## src/rtl/mem_port_arbiter.sv

```systemverilog
// mem_port_arbiter: shares one single-ported synchronous memory between instruction
// fetch (IF) and the load/store path (LS). One grant per cycle. The winning access is
// registered onto the memory port, and read data returns to its owner two cycles after
// the grant.
// Build option MEM_ARB_RR_EN: when defined, arbitration is round-robin and there is no
// starvation counter. When undefined (the default), LS has fixed priority and a
// starvation counter guarantees that IF eventually wins.
module mem_port_arbiter #(
  parameter int AW         = 16,
  parameter int DW         = 32,
  parameter int STARVE_MAX = 4
) (
  input  logic          clk,
  input  logic          rst,
  input  logic          if_req_i,
  input  logic [AW-1:0] if_addr_i,
  input  logic          if_flush_i,
  output logic          if_gnt_o,
  output logic          if_rvalid_o,
  output logic [DW-1:0] if_rdata_o,
  input  logic          ls_req_i,
  input  logic          ls_we_i,
  input  logic [AW-1:0] ls_addr_i,
  input  logic [DW-1:0] ls_wdata_i,
  output logic          ls_gnt_o,
  output logic          ls_rvalid_o,
  output logic [DW-1:0] ls_rdata_o,
  output logic          mem_en_o,
  output logic          mem_we_o,
  output logic [AW-1:0] mem_addr_o,
  output logic [DW-1:0] mem_wdata_o,
  input  logic [DW-1:0] mem_rdata_i
);

  // One tag travels with each granted access until its data returns.
  typedef struct packed {
    logic owner_ls;  // 1 = LS owns the access, 0 = IF owns it
    logic is_read;   // only reads produce a response
    logic live;      // cleared by a flush (IF tags only) or by reset
  } tag_t;

  logic          if_win;
  logic          ls_win;
  tag_t          tag1_q, tag1_d;
  tag_t          tag2_q, tag2_d;
  logic          mem_en_q;
  logic          mem_we_q;
  logic [AW-1:0] mem_addr_q;
  logic [DW-1:0] mem_wdata_q;

`ifdef MEM_ARB_RR_EN
  // Set when LS won the most recent grant. On the next conflict this favours IF.
  // Reset leaves it clear, so LS wins the first conflict.
  logic last_ls_q;

  // Round-robin choice: on a conflict, the side that did not win last time gets the grant.
  always_comb begin
    if_win = 1'b0;
    ls_win = 1'b0;
    if (!rst) begin
      if (if_req_i && ls_req_i) begin
        if (last_ls_q) begin
          if_win = 1'b1;
        end else begin
          ls_win = 1'b1;
        end
      end else begin
        if_win = if_req_i;
        ls_win = ls_req_i;
      end
    end
  end

  // Remember which side won the most recent grant.
  always_ff @(posedge clk) begin
    if (rst) begin
      last_ls_q <= 1'b0;
    end else if (ls_win) begin
      last_ls_q <= 1'b1;
    end else if (if_win) begin
      last_ls_q <= 1'b0;
    end
  end
`else
  localparam int CW = (STARVE_MAX < 1) ? 1 : $clog2(STARVE_MAX + 1);
  localparam logic [CW-1:0] STARVE_LIMIT = CW'(STARVE_MAX);

  logic [CW-1:0] starve_cnt_q;
  logic          if_forced;

  assign if_forced = (starve_cnt_q == STARVE_LIMIT);

  // LS has priority unless IF has been denied often enough to force one IF win.
  always_comb begin
    if_win = 1'b0;
    ls_win = 1'b0;
    if (!rst) begin
      if_win = if_req_i && (!ls_req_i || if_forced);
      ls_win = ls_req_i && !if_win;
    end
  end

  // Count consecutive cycles in which IF requested but was denied. The count saturates
  // at the limit and clears when IF is granted or stops requesting.
  always_ff @(posedge clk) begin
    if (rst || !if_req_i || if_win) begin
      starve_cnt_q <= '0;
    end else if (starve_cnt_q != STARVE_LIMIT) begin
      starve_cnt_q <= starve_cnt_q + CW'(1);
    end
  end
`endif

  // Register the winning access onto the memory port. Address and data hold when idle.
  always_ff @(posedge clk) begin
    if (rst) begin
      mem_en_q    <= 1'b0;
      mem_we_q    <= 1'b0;
      mem_addr_q  <= '0;
      mem_wdata_q <= '0;
    end else begin
      mem_en_q <= if_win || ls_win;
      mem_we_q <= ls_win && ls_we_i;
      if (ls_win) begin
        mem_addr_q  <= ls_addr_i;
        mem_wdata_q <= ls_wdata_i;
      end else if (if_win) begin
        mem_addr_q <= if_addr_i;
      end
    end
  end

  // Build the next tags. A flush kills the IF grant made in the same cycle and any IF
  // tag already in stage 1.
  always_comb begin
    tag1_d          = '0;
    tag1_d.owner_ls = ls_win;
    tag1_d.is_read  = if_win || (ls_win && !ls_we_i);
    tag1_d.live     = (if_win && !if_flush_i) || ls_win;
    tag2_d          = tag1_q;
    if (if_flush_i && !tag1_q.owner_ls) begin
      tag2_d.live = 1'b0;
    end
  end

  // Two-stage response tag pipe. Reset drops everything in flight.
  always_ff @(posedge clk) begin
    if (rst) begin
      tag1_q <= '0;
      tag2_q <= '0;
    end else begin
      tag1_q <= tag1_d;
      tag2_q <= tag2_d;
    end
  end

  assign if_gnt_o    = if_win;
  assign ls_gnt_o    = ls_win;
  // A flush also hides the IF response that is returning in the same cycle.
  assign if_rvalid_o = !rst && tag2_q.live && tag2_q.is_read && !tag2_q.owner_ls && !if_flush_i;
  assign ls_rvalid_o = !rst && tag2_q.live && tag2_q.is_read && tag2_q.owner_ls;
  assign if_rdata_o  = mem_rdata_i;
  assign ls_rdata_o  = mem_rdata_i;
  assign mem_en_o    = mem_en_q;
  assign mem_we_o    = mem_we_q;
  assign mem_addr_o  = mem_addr_q;
  assign mem_wdata_o = mem_wdata_q;

endmodule

```

## config.mk

```make
export PLATFORM = sky130hd
export DESIGN_NAME = mem_port_arbiter
export DESIGN_NICKNAME = d
export VERILOG_FILES = /design/src/rtl/mem_port_arbiter.sv
export SDC_FILE = /design/constraint.sdc
export NUM_CORES = 1
export LEC_CHECK = 0
export CAP_MARGIN = 20
export CORE_ASPECT_RATIO = 1.75
export CORE_MARGIN = 2
export CORE_UTILIZATION = 38
export CTS_CLUSTER_SIZE = 14
export DETAILED_ROUTE_END_ITERATION = 12
export HOLD_SLACK_MARGIN = 0.02
export PLACE_DENSITY = 0.9
export SLEW_MARGIN = 20
export SYNTH_ARGS = -nofsm -noshare
export SYNTH_HDL_FRONTEND = slang
export SYNTH_SLANG_ARGS = --single-unit
```

## constraint.sdc

```tcl
create_clock -name clk -period 3 [get_ports clk]
set_input_delay 0.45 -clock clk [delete_from_list [all_inputs] [get_ports clk]]
set_output_delay 0.45 -clock clk [all_outputs]
set_load 0.02 [all_outputs]
```

==> flow_metrics.py, run 1 <==
metrics = {
    "run_status": {
        "status": "finished, final reports clean",
    },
    "cts": {
        "post_cts_buffers": 0,
        "cts_hold_buf": 0,
        "clk_pin_slew_worst_paths_ns": 0.05,
        "cts.sinks": 59,
        "htreeDepth": 3,
        "clk_latency_ns": 0.32,
        "root_buffer": "clkbuf_16",
        "cts_made_buffers": 9,
        "cts_buffer_depth": 2,
        "cts_tree": "built",
        "cts_resized": 0,
    },
    "final_layout": {
        "fin_area_um2": 4190,
        "stdcell_count": 453,
        "nets": 462,
        "drive_gt1_share_pct": 14.6,
        "multi_input_area_um2": 1280,
        "n_fill_cell": 690,
        "diodes": 0,
        "syn2layout_area_growth_pct": 35.8,
        "regArea_um2": 1180,
    },
    "critical_path": {
        "r2r_end": "mem_wdata_o[11]",
        "reg2reg_depth": 6,
        "required_ns": 2.55,
        "crit_path_max_incr_delay_ns": 0.65,
        "regToRegStartpoint": "starve_cnt_q[0]",
        "worstSetupPathType": "input port to primary output",
        "slowest_stage": "clkdlybuf4s50_1",
        "path_common_cell": "clkdlybuf4s50_1",
        "startpoint": "if_req_i",
        "cp-start-kind": "input port",
        "endpoint_kind": "primary output",
        "path_max_fanout": 17,
        "r2r_slack_ns": 0.96,
        "path_cells": "clkdlybuf4s50_1 -> nand3_4 -> nand2b_4 -> inv_2 -> clkdlybuf4s50_1",
        "critPathArrivalTime_ns": 2.07,
    },
    "placed_design": {
        "place_inst": 437,
        "gp_congestion": 0.795,
        "dpl_worst_slack_ns": 0.448,
        "hpwl_um": 6320,
        "placed_area_um2": 3850,
        "io_buffers": 123,
    },
    "global_route": {
        "use_met1_pct": 16.9,
        "grtUsageMet2_pct": 28.8,
        "grt_pass1_wl_um": 12300,
        "grt_max_degree": 36,
        "gr-total-overflow": 0,
        "first_global_vias": 2347,
        "grt_usage_pct": 18.7,
        "antenna_found_initial": 0,
        "use_met3_pct": 9.13,
        "busiest_layer": "met2",
    },
    "drt": {
        "vias_per_cell": 5.14,
        "drc": 0,
        "ant_nets": 0,
        "drt_iter0_drc": 131,
        "first_pass_iters": 4,
        "wl_per_cell_um": 18.1,
        "wl_um": 8190,
        "vias": 2329,
    },
    "min_path": {
        "hold_path_end": "tag2_q[1]",
        "hp-start": "tag1_q[1]",
        "min_path_type": "flop to flop",
        "hold_path_depth": 1,
    },
    "floorplan": {
        "dieHeight_um": 123,
        "die_x_um": 72.1,
        "die_area_um2": 8880,
        "start_util_pct": 39.0,
        "coreArea_um2": 7910,
        "ioPinCount": 220,
        "fp-row-count": 43,
    },
    "sta": {
        "setup_viol": 0,
        "skew_ns": 0.00323,
        "hold_viol": 0,
        "slew_headroom_pct": 57.6,
        "fin_crit_ns": 2.52,
        "setup_tns_ns": 0,
        "drv_slew": 0,
        "clock.fmax_mhz": 397,
        "rsz0062_at_grt": "no",
        "worst_slack_ns": 0.482,
        "fin_crit_sh_pct": 83.9,
        "max_slew.worst_pin.slew_ns": 0.636,
    },
    "synth": {
        "yosys.area_share.simple_pct": 13.3,
        "postSynthAreaPerCell_um2": 10.1,
        "synth_cells": 304,
        "synthMuxAreaShare_pct": 15.2,
        "synth_top_family_by_area": "buffers and inverters",
        "yosysSeqAreaShare_pct": 38.3,
        "ys_seq_elements": 59,
        "synth_cell_type_count": 31,
        "syn_nets": 408,
        "ys_warn_count": 0,
        "synth_compound_area_share_pct": 12.1,
        "yosys.area_share.xor_xnor_pct": 0,
        "yosys.area_share.adder_pct": 0.811,
        "syn_area_um2": 3080,
    },
    "run": {
        "cap_violations": 0,
    },
    "power_and_ir_drop": {
        "ir_drop_v": 0.000496,
        "leakage_nw": 1.68,
        "p_per_area_nw_per_um2": 590,
    },
}
## cells in the mapped netlist
| cell type | count | share of area, % |
|---|---|---|
| buf_4 | 66 | 16 |
| nand3_4 | 1 | 0.57 |
| mux2i_1 | 1 | 0.32 |
| dfxtp_1 | 59 | 38 |
| mux2_1 | 6 | 2.2 |
| o21ai_1 | 9 | 1.5 |
| inv_2 | 2 | 0.24 |
| o21ai_0 | 9 | 1.5 |
| nand2_1 | 2 | 0.24 |
| buf_2 | 4 | 0.65 |
| nor2b_1 | 35 | 7.1 |
| a311oi_1 | 16 | 4.5 |
| buf_6 | 5 | 1.8 |
| o21ba_1 | 1 | 0.32 |
| a21oi_1 | 1 | 0.16 |
| and2_1 | 3 | 0.61 |
| nor2_4 | 1 | 0.37 |
| and3_2 | 1 | 0.24 |
| clkbuf_1 | 8 | 0.97 |
| nand2b_1 | 1 | 0.20 |
| a21o_1 | 1 | 0.24 |
| nand2b_4 | 2 | 0.89 |
| mux2_4 | 26 | 13 |
| nor3b_1 | 2 | 0.49 |
| ha_1 | 2 | 0.81 |
| nand3b_1 | 1 | 0.24 |
| nor4_1 | 1 | 0.20 |
| nor2_1 | 18 | 2.2 |
| a211oi_1 | 16 | 3.9 |
| inv_1 | 3 | 0.37 |
| clkbuf_2 | 1 | 0.16 |
## registers in the layout (all words and copies together), names as in the netlist
signal        count
mem_addr_o       16
mem_en_o          1
mem_wdata_o      32
mem_we_o          1
starve_cnt_q      3
tag1_q            3
tag2_q            3
## cell type report
class	instances	share of cell area [%]
multi-input combinational	156	30.5
inverter	5	0.448
sequential	59	28.2
clock inverter	5	2.39
clock buffer	11	5.79
timing repair buffer	127	30.0
tap	90	2.69
## critical path, delay by kind of cell
kind                   cells  cell delay, ns
buffers and inverters      3            1.22
and+or+nand+nor            2            0.40
## worst max path at each step
stage          cells past startpoint               to  slack (ns)
6_report                           5         ls_gnt_o        0.48
5_1_grt                            5         ls_gnt_o        0.37
4_1_cts                            5         ls_gnt_o        0.47
3_5_place_dp                       5  mem_wdata_o[11]        0.45
3_3_place_gp                       5         ls_gnt_o        0.50
2_1_floorplan                      4      if_rvalid_o        0.87
## metrics by stage
step / hold WS, ns / utilization, % / power (mW)
4_1_cts: 0.439 / 53.0 / 2.50
3_5_place_dp: 0.426 / 48.6 / 1.31
6_report: 0.437 / 53.0 / 2.47
3_3_place_gp: 0.424 / 48.6 / 1.31
5_1_grt: 0.448 / 53.0 / 2.57
2_1_floorplan: 0.414 / - / 1.22
## per-layer routing
layer	routed length, µm	up-vias
li1	-	1085
met3	1170	68
met2	3750	148
met1	2520	1028
met5	0	-
met4	748	0
## report_power, final
| part | total, mW | leakage, nW | switching (mW) | internal [mW] |
|---|---|---|---|---|
| Clock | 1.17 | 0.169 | 0.341 | 0.830 |
| Sequential | 0.869 | 0.489 | 0.0270 | 0.842 |
| Combinational | 0.429 | 1.02 | 0.180 | 0.249 |
## kinds of logic after synthesis
family	count (synthesis)
buf+inv	89
mux	33
simple gates	68
fa+ha+maj	2
flops	59
compound gates	53
## cell usage in the layout, fill, tap and decap left out, types with 2 or more instances in the layout
master,synthesis,layout
inv_1,3,3
o21ai_0,9,9
nand2_1,2,2
a311oi_1,16,16
dfxtp_1,59,59
clkinv_2,0,2
nor2b_1,35,35
buf_4,66,4
bufinv_16,0,3
a211oi_1,16,16
o21ai_1,9,9
ha_1,2,2
inv_2,2,2
and2_1,3,3
clkbuf_16,0,9
mux2_4,26,26
nor3b_1,2,2
nand2b_4,2,2
clkdlybuf4s50_1,0,122
nor2_1,18,18
mux2_1,6,6
Power figures use the tool's default switching activity.
==> run 2, diff against run 1 <==
- CORE_UTILIZATION: 38 -> 32
- PLACE_DENSITY: 0.9 -> 0.81
- clock period: 3 -> 2.11 ns (I/O delays scaled with it)
==> run 2 against run 1 <==
Die area is 18% higher. Largest power group unchanged. Largest cell class is now buffers. Sequential power is 43% higher. Highest routed layer unchanged. First-iteration DRC count is 34% lower. Clock skew is 0.0014 ns higher. Sequential share of layout area is 0.51 points lower. Combinational power is 47% higher. Design area is 1.9% higher. Non-clock buffer count is 10 higher.
==> flow_metrics.py, run 2 (synthesized netlist as in run 1, its figures left out) <==
metrics = {
    "power_and_ir_drop": {
        "power_mw": 3.25,
        "ir_drop_v": 0.000453,
        "pwr-share-seq_pct": 38.0,
        "swShare_pct": 23.4,
        "comb_power_share_pct": 19.4,
        "p_sw_mw": 0.762,
        "p_per_area_nw_per_um2": 763,
        "leakage_nw": 1.72,
        "p_clk_share_pct": 42.7,
        "p_int_mw": 2.49,
    },
    "run_status": {
        "status": "finished, final reports clean",
    },
    "final_layout": {
        "largest_register_ff_count": 32,
        "n_fill_cell": 874,
        "drive_gt1_share_pct": 16.4,
        "diodes": 0,
        "final_util_pct": 45.3,
        "nets": 472,
        "multi_input_area_um2": 1280,
        "syn2layout_area_growth_pct": 38.3,
        "final_common_cell": "clkdlybuf4s50_1",
        "regArea_um2": 1180,
        "final_cell_mix": "clkdlybuf4s50_1 (120), dfxtp_1 (59), nor2b_1 (35), mux2_4 (26), nor2_1 (18)",
    },
    "sta": {
        "setup_viol": 0,
        "clock.fmax_mhz": 510,
        "skew_ns": 0.00465,
        "drv_slew": 0,
        "slew_headroom_pct": 73.2,
        "hold_viol": 0,
        "fin_crit_sh_pct": 93.0,
        "fin_crit_ns": 1.96,
        "max_slew.worst_pin.slew_ns": 0.401,
        "rsz0062_at_grt": "no",
    },
    "min_path": {
        "hp-start": "rst",
        "hold_path_end": "tag2_q[2]",
        "min_path_type": "input port to flop",
        "hold_path_depth": 2,
    },
    "drt": {
        "wl_per_cell_um": 16.2,
        "drc": 0,
        "first_pass_iters": 6,
        "vias": 2306,
        "drt_iter0_drc": 87,
        "ant_nets": 0,
        "wl_um": 8010,
        "vias_per_cell": 4.68,
    },
    "cts": {
        "htreeDepth": 3,
        "post_cts_buffers": 0,
        "cts_made_buffers": 9,
        "cts_buffer_depth": 2,
        "clk_pin_slew_worst_paths_ns": 0.05,
        "root_buffer": "clkbuf_16",
        "cts_tree": "built",
        "cts.sinks": 59,
        "clk_latency_ns": 0.32,
    },
    "critical_path": {
        "endpoint_kind": "primary output",
        "worstSetupPathType": "input port to primary output",
        "cp-start-kind": "input port",
        "r2r_end": "mem_addr_o[15]",
        "reg2reg_depth": 6,
        "regToRegStartpoint": "starve_cnt_q[0]",
        "r2r_slack_ns": 0.48,
        "path_max_fanout": 2,
        "required_ns": 1.79,
        "critPathArrivalTime_ns": 1.65,
    },
    "placed_design": {
        "io_buffers": 123,
        "hpwl_um": 5940,
        "gp_congestion": 0.752,
    },
    "global_route": {
        "grt_pass1_wl_um": 12400,
        "first_global_vias": 2506,
        "grt_usage_pct": 15.4,
        "grt_max_degree": 36,
        "antenna_found_initial": 0,
        "gr-total-overflow": 0,
    },
    "floorplan": {
        "dieHeight_um": 134,
        "ioPinCount": 220,
        "die_x_um": 78.2,
        "coreArea_um2": 9410,
        "start_util_pct": 32.8,
        "die_area_um2": 10500,
        "fp-row-count": 47,
    },
    "run": {
        "cap_violations": 0,
    },
}
run 2: critical path: stages:
cell	delay, ns
clkdlybuf4s50_1	0.43
nor4_1	0.26
clkdlybuf4s50_1	0.64
run 2: how the worst max path moves through the flow:
stage	from	cells after the start	slack (ns)	end
2_1_floorplan	rst	4	0.24	if_rvalid_o
3_3_place_gp	ls_req_i	5	0.002	if_gnt_o
3_5_place_dp	ls_req_i	5	-0.006	if_gnt_o
4_1_cts	starve_cnt_q[0]	6	0.11	if_gnt_o
6_report	if_flush_i	3	0.15	if_rvalid_o
5_1_grt	starve_cnt_q[0]	6	0.03	if_gnt_o
run 2: timing repair:
action                                  CTS  global route
gates resized for setup                   2             0
endpoints found under the setup margin    2             0
hold buffers                              0             0
run 2: area by class of cell:
class                   instances  share of cell area, %
inverters                       5                  0.440
repair buffers                137                   31.7
clock buffers                  11                   5.69
clock inverters                 3                  0.938
flip-flops and latches         59                   27.7
well taps                     122                   3.58
multi-input cells             156                   29.9
run 2: metrics by stage:
| stage | std cells | instance area (µm²) | setup slack [ns] | setup TNS [ns] | hold slack, ns |
|---|---|---|---|---|---|
| 3_3_place_gp | 479 | 3990 | 0.00187 | 0 | 0.432 |
| 6_report | 493 | 4270 | 0.148 | 0 | 0.308 |
| 5_1_grt | 493 | 4270 | 0.0279 | 0 | 0.331 |
| 2_1_floorplan | 304 | 3080 | 0.243 | 0 | 0.413 |
| 3_5_place_dp | 479 | 3990 | -0.00567 | -0.00567 | 0.440 |
| 4_1_cts | 493 | 4270 | 0.111 | 0 | 0.306 |
run 2: power groups by stage:
stage	Clock, mW	Combinational [mW]	Sequential [mW]
global placement	0	0.623	1.25
finish	1.39	0.631	1.24
global route	1.48	0.672	1.24
detailed placement	0	0.634	1.26
CTS	1.44	0.636	1.24
floorplan	0	0.394	1.34
run 2: layer usage:
metal	vias up	track usage (%)	wire length [µm]
met1	1055	13.5	2650
met5	-	0	0
met3	55	5.25	701
met4	0	12.3	529
met2	96	27.9	4130
li1	1100	-	-
==> run 3, diff against run 2 <==
- CORE_UTILIZATION: 32 -> 35
- GPL_TIMING_DRIVEN: default -> 0
- PLACE_DENSITY: 0.81 -> 0.84
- clock period: 2.11 -> 1.98 ns (I/O delays scaled with it)
==> run 3 against run 2 <==
Via count rose by 26%. Utilization rose by 18 points. Total power rose by 26%. Largest power group unchanged.
==> flow_metrics.py, run 3 (synthesized netlist as in run 1, its figures left out) <==
metrics = {
    "floorplan": {
        "start_util_pct": 35.8,
        "die_area_um2": 9610,
        "coreArea_um2": 8610,
        "ioPinCount": 220,
        "die_x_um": 75.0,
        "dieHeight_um": 128,
        "fp-row-count": 45,
    },
    "sta": {
        "slew_headroom_pct": 68.6,
        "fin_crit_sh_pct": 93.6,
        "setup_viol": 0,
        "setup_tns_ns": 0,
        "skew_ns": 0.00361,
        "clock.fmax_mhz": 540,
        "hold_viol": 0,
        "drv_slew": 0,
        "fin_crit_ns": 1.85,
        "worst_hold_slack_ns": 0.357,
        "max_slew.worst_pin.slew_ns": 0.471,
        "worst_slack_ns": 0.128,
        "rsz0062_at_grt": "no",
    },
    "critical_path": {
        "path_cells": "buf_6 -> clkbuf_1 -> clkbuf_2 -> nor3b_1 -> dlygate4sd2_1",
        "path_max_fanout": 10,
        "crit_path_max_incr_delay_ns": 0.39,
        "r2r_end": "mem_wdata_o[19]",
        "crit_cells": 5,
        "regToRegStartpoint": "starve_cnt_q[0]",
        "reg2reg_depth": 8,
        "critPathBufInv": 4,
        "critPathTopFamily": "buffers and inverters",
        "r2r_slack_ns": 0.13,
        "worstSetupPathType": "input port to primary output",
        "required_ns": 1.68,
        "startpoint": "rst",
        "cp-endpoint": "ls_rvalid_o",
        "cp-start-kind": "input port",
        "critPathArrivalTime_ns": 1.56,
        "endpoint_kind": "primary output",
        "slowest_stage": "clkbuf_1",
    },
    "drt": {
        "first_pass_iters": 5,
        "wl_per_cell_um": 15.6,
        "drt_iter0_drc": 90,
        "vias_per_cell": 4.67,
        "wl_um": 9760,
        "ant_nets": 0,
        "vias": 2915,
        "drc": 0,
    },
    "cts": {
        "cts_tree": "built",
        "cts.sinks": 59,
        "cts_made_buffers": 9,
        "root_buffer": "clkbuf_16",
        "cts_buffer_depth": 2,
        "clk_latency_ns": 0.32,
        "htreeDepth": 3,
        "clk_pin_slew_worst_paths_ns": 0.05,
    },
    "final_layout": {
        "nets": 605,
        "drive_gt1_share_pct": 25.5,
        "regArea_um2": 1180,
        "largest_register_ff_count": 32,
        "multi_input_area_um2": 1280,
        "final_common_cell": "clkdlybuf4s50_1",
        "fin_area_um2": 5440,
        "stdcell_count": 624,
        "final_cell_mix": "clkdlybuf4s50_1 (181), buf_4 (68), dfxtp_1 (59), nor2b_1 (35), mux2_4 (26)",
        "n_fill_cell": 709,
        "syn2layout_area_growth_pct": 76.3,
    },
    "run_status": {
        "status": "finished, final reports clean",
    },
    "power_and_ir_drop": {
        "swShare_pct": 24.1,
        "pwr-share-seq_pct": 32.1,
        "comb_power_share_pct": 24.3,
        "p_int_mw": 3.11,
        "ir_drop_v": 0.000576,
        "p_per_area_nw_per_um2": 754,
        "p_sw_mw": 0.988,
        "leakage_nw": 2.30,
        "p_clk_share_pct": 43.6,
    },
    "placed_design": {
        "hpwl_um": 7760,
        "dpl_worst_slack_ns": -0.534,
        "placed_area_um2": 5090,
        "gp_congestion": 0.822,
        "place_inst": 607,
        "io_buffers": 186,
    },
    "global_route": {
        "first_global_vias": 2997,
        "grt_usage_pct": 19.7,
        "grt_max_degree": 20,
        "grt_pass1_wl_um": 14300,
        "antenna_found_initial": 1,
        "gr-total-overflow": 0,
    },
    "min_path": {
        "min_path_type": "input port to flop",
    },
    "run": {
        "cap_violations": 0,
    },
}
[run 3: per-stage QoR]
stage	power [mW]	utilization, %
floorplan	1.85	-
global placement	2.31	59.1
detailed placement	2.33	59.1
CTS	4.14	63.3
global route	4.24	63.1
finish	4.10	63.1
[run 3: final cells by class]
cell class	count	area share, %
clock inverter	5	1.84
inverter	5	0.345
antenna	1	0.0460
sequential	59	21.7
clock buffer	11	4.46
buffer	82	11.2
multi-input combinational	156	23.5
tap	117	2.69
timing repair buffer	188	34.2
[run 3: power by group through the flow]
stage	Combinational, mW	Sequential, mW	Clock (mW)
2_1_floorplan	0.420	1.43	0
3_3_place_gp	0.977	1.33	0
3_5_place_dp	0.996	1.34	0
4_1_cts	1.00	1.32	1.82
5_1_grt	1.06	1.33	1.86
6_report	0.997	1.32	1.79
[run 3: what timing repair did]
| item | 4_1_cts | 5_1_grt |
|---|---|---|
| pin swaps | 0 | 0 |
| hold buffers | 0 | 0 |
| resized for setup | 14 | 4 |
| setup endpoints to repair | 4 | 3 |
| setup buffers | 2 | 0 |
[run 3: worst min-delay path by stage]
stage	slack [ns]	endpoint	start	cells past startpoint
after global routing	0.37	mem_wdata_o[9]	rst	3
after CTS	0.35	mem_wdata_o[9]	rst	3
after detailed placement	0.43	tag2_q[1]	tag1_q[1]	1
final	0.36	mem_wdata_o[9]	rst	3
after floorplan	0.39	tag1_q[0]	if_flush_i	1
after global placement	0.42	tag2_q[1]	tag1_q[1]	1
[run 3: layer usage]
metal	vias to the layer above	part of all wire, %	global-route usage (%)
met5	-	0	0
met4	0	2.9	10.2
met3	22	11	6.92
met2	193	56	37.5
met1	1332	31	17.0
li1	1368	-	-
[run 3: worst min-delay path: cells and delay by family]
| family | cells | cell delay [ns] |
|---|---|---|
| buffers and inverters | 1 | 0.12 |
| multiplexers | 1 | 0.13 |
| AND/OR/NAND/NOR | 1 | 0.10 |
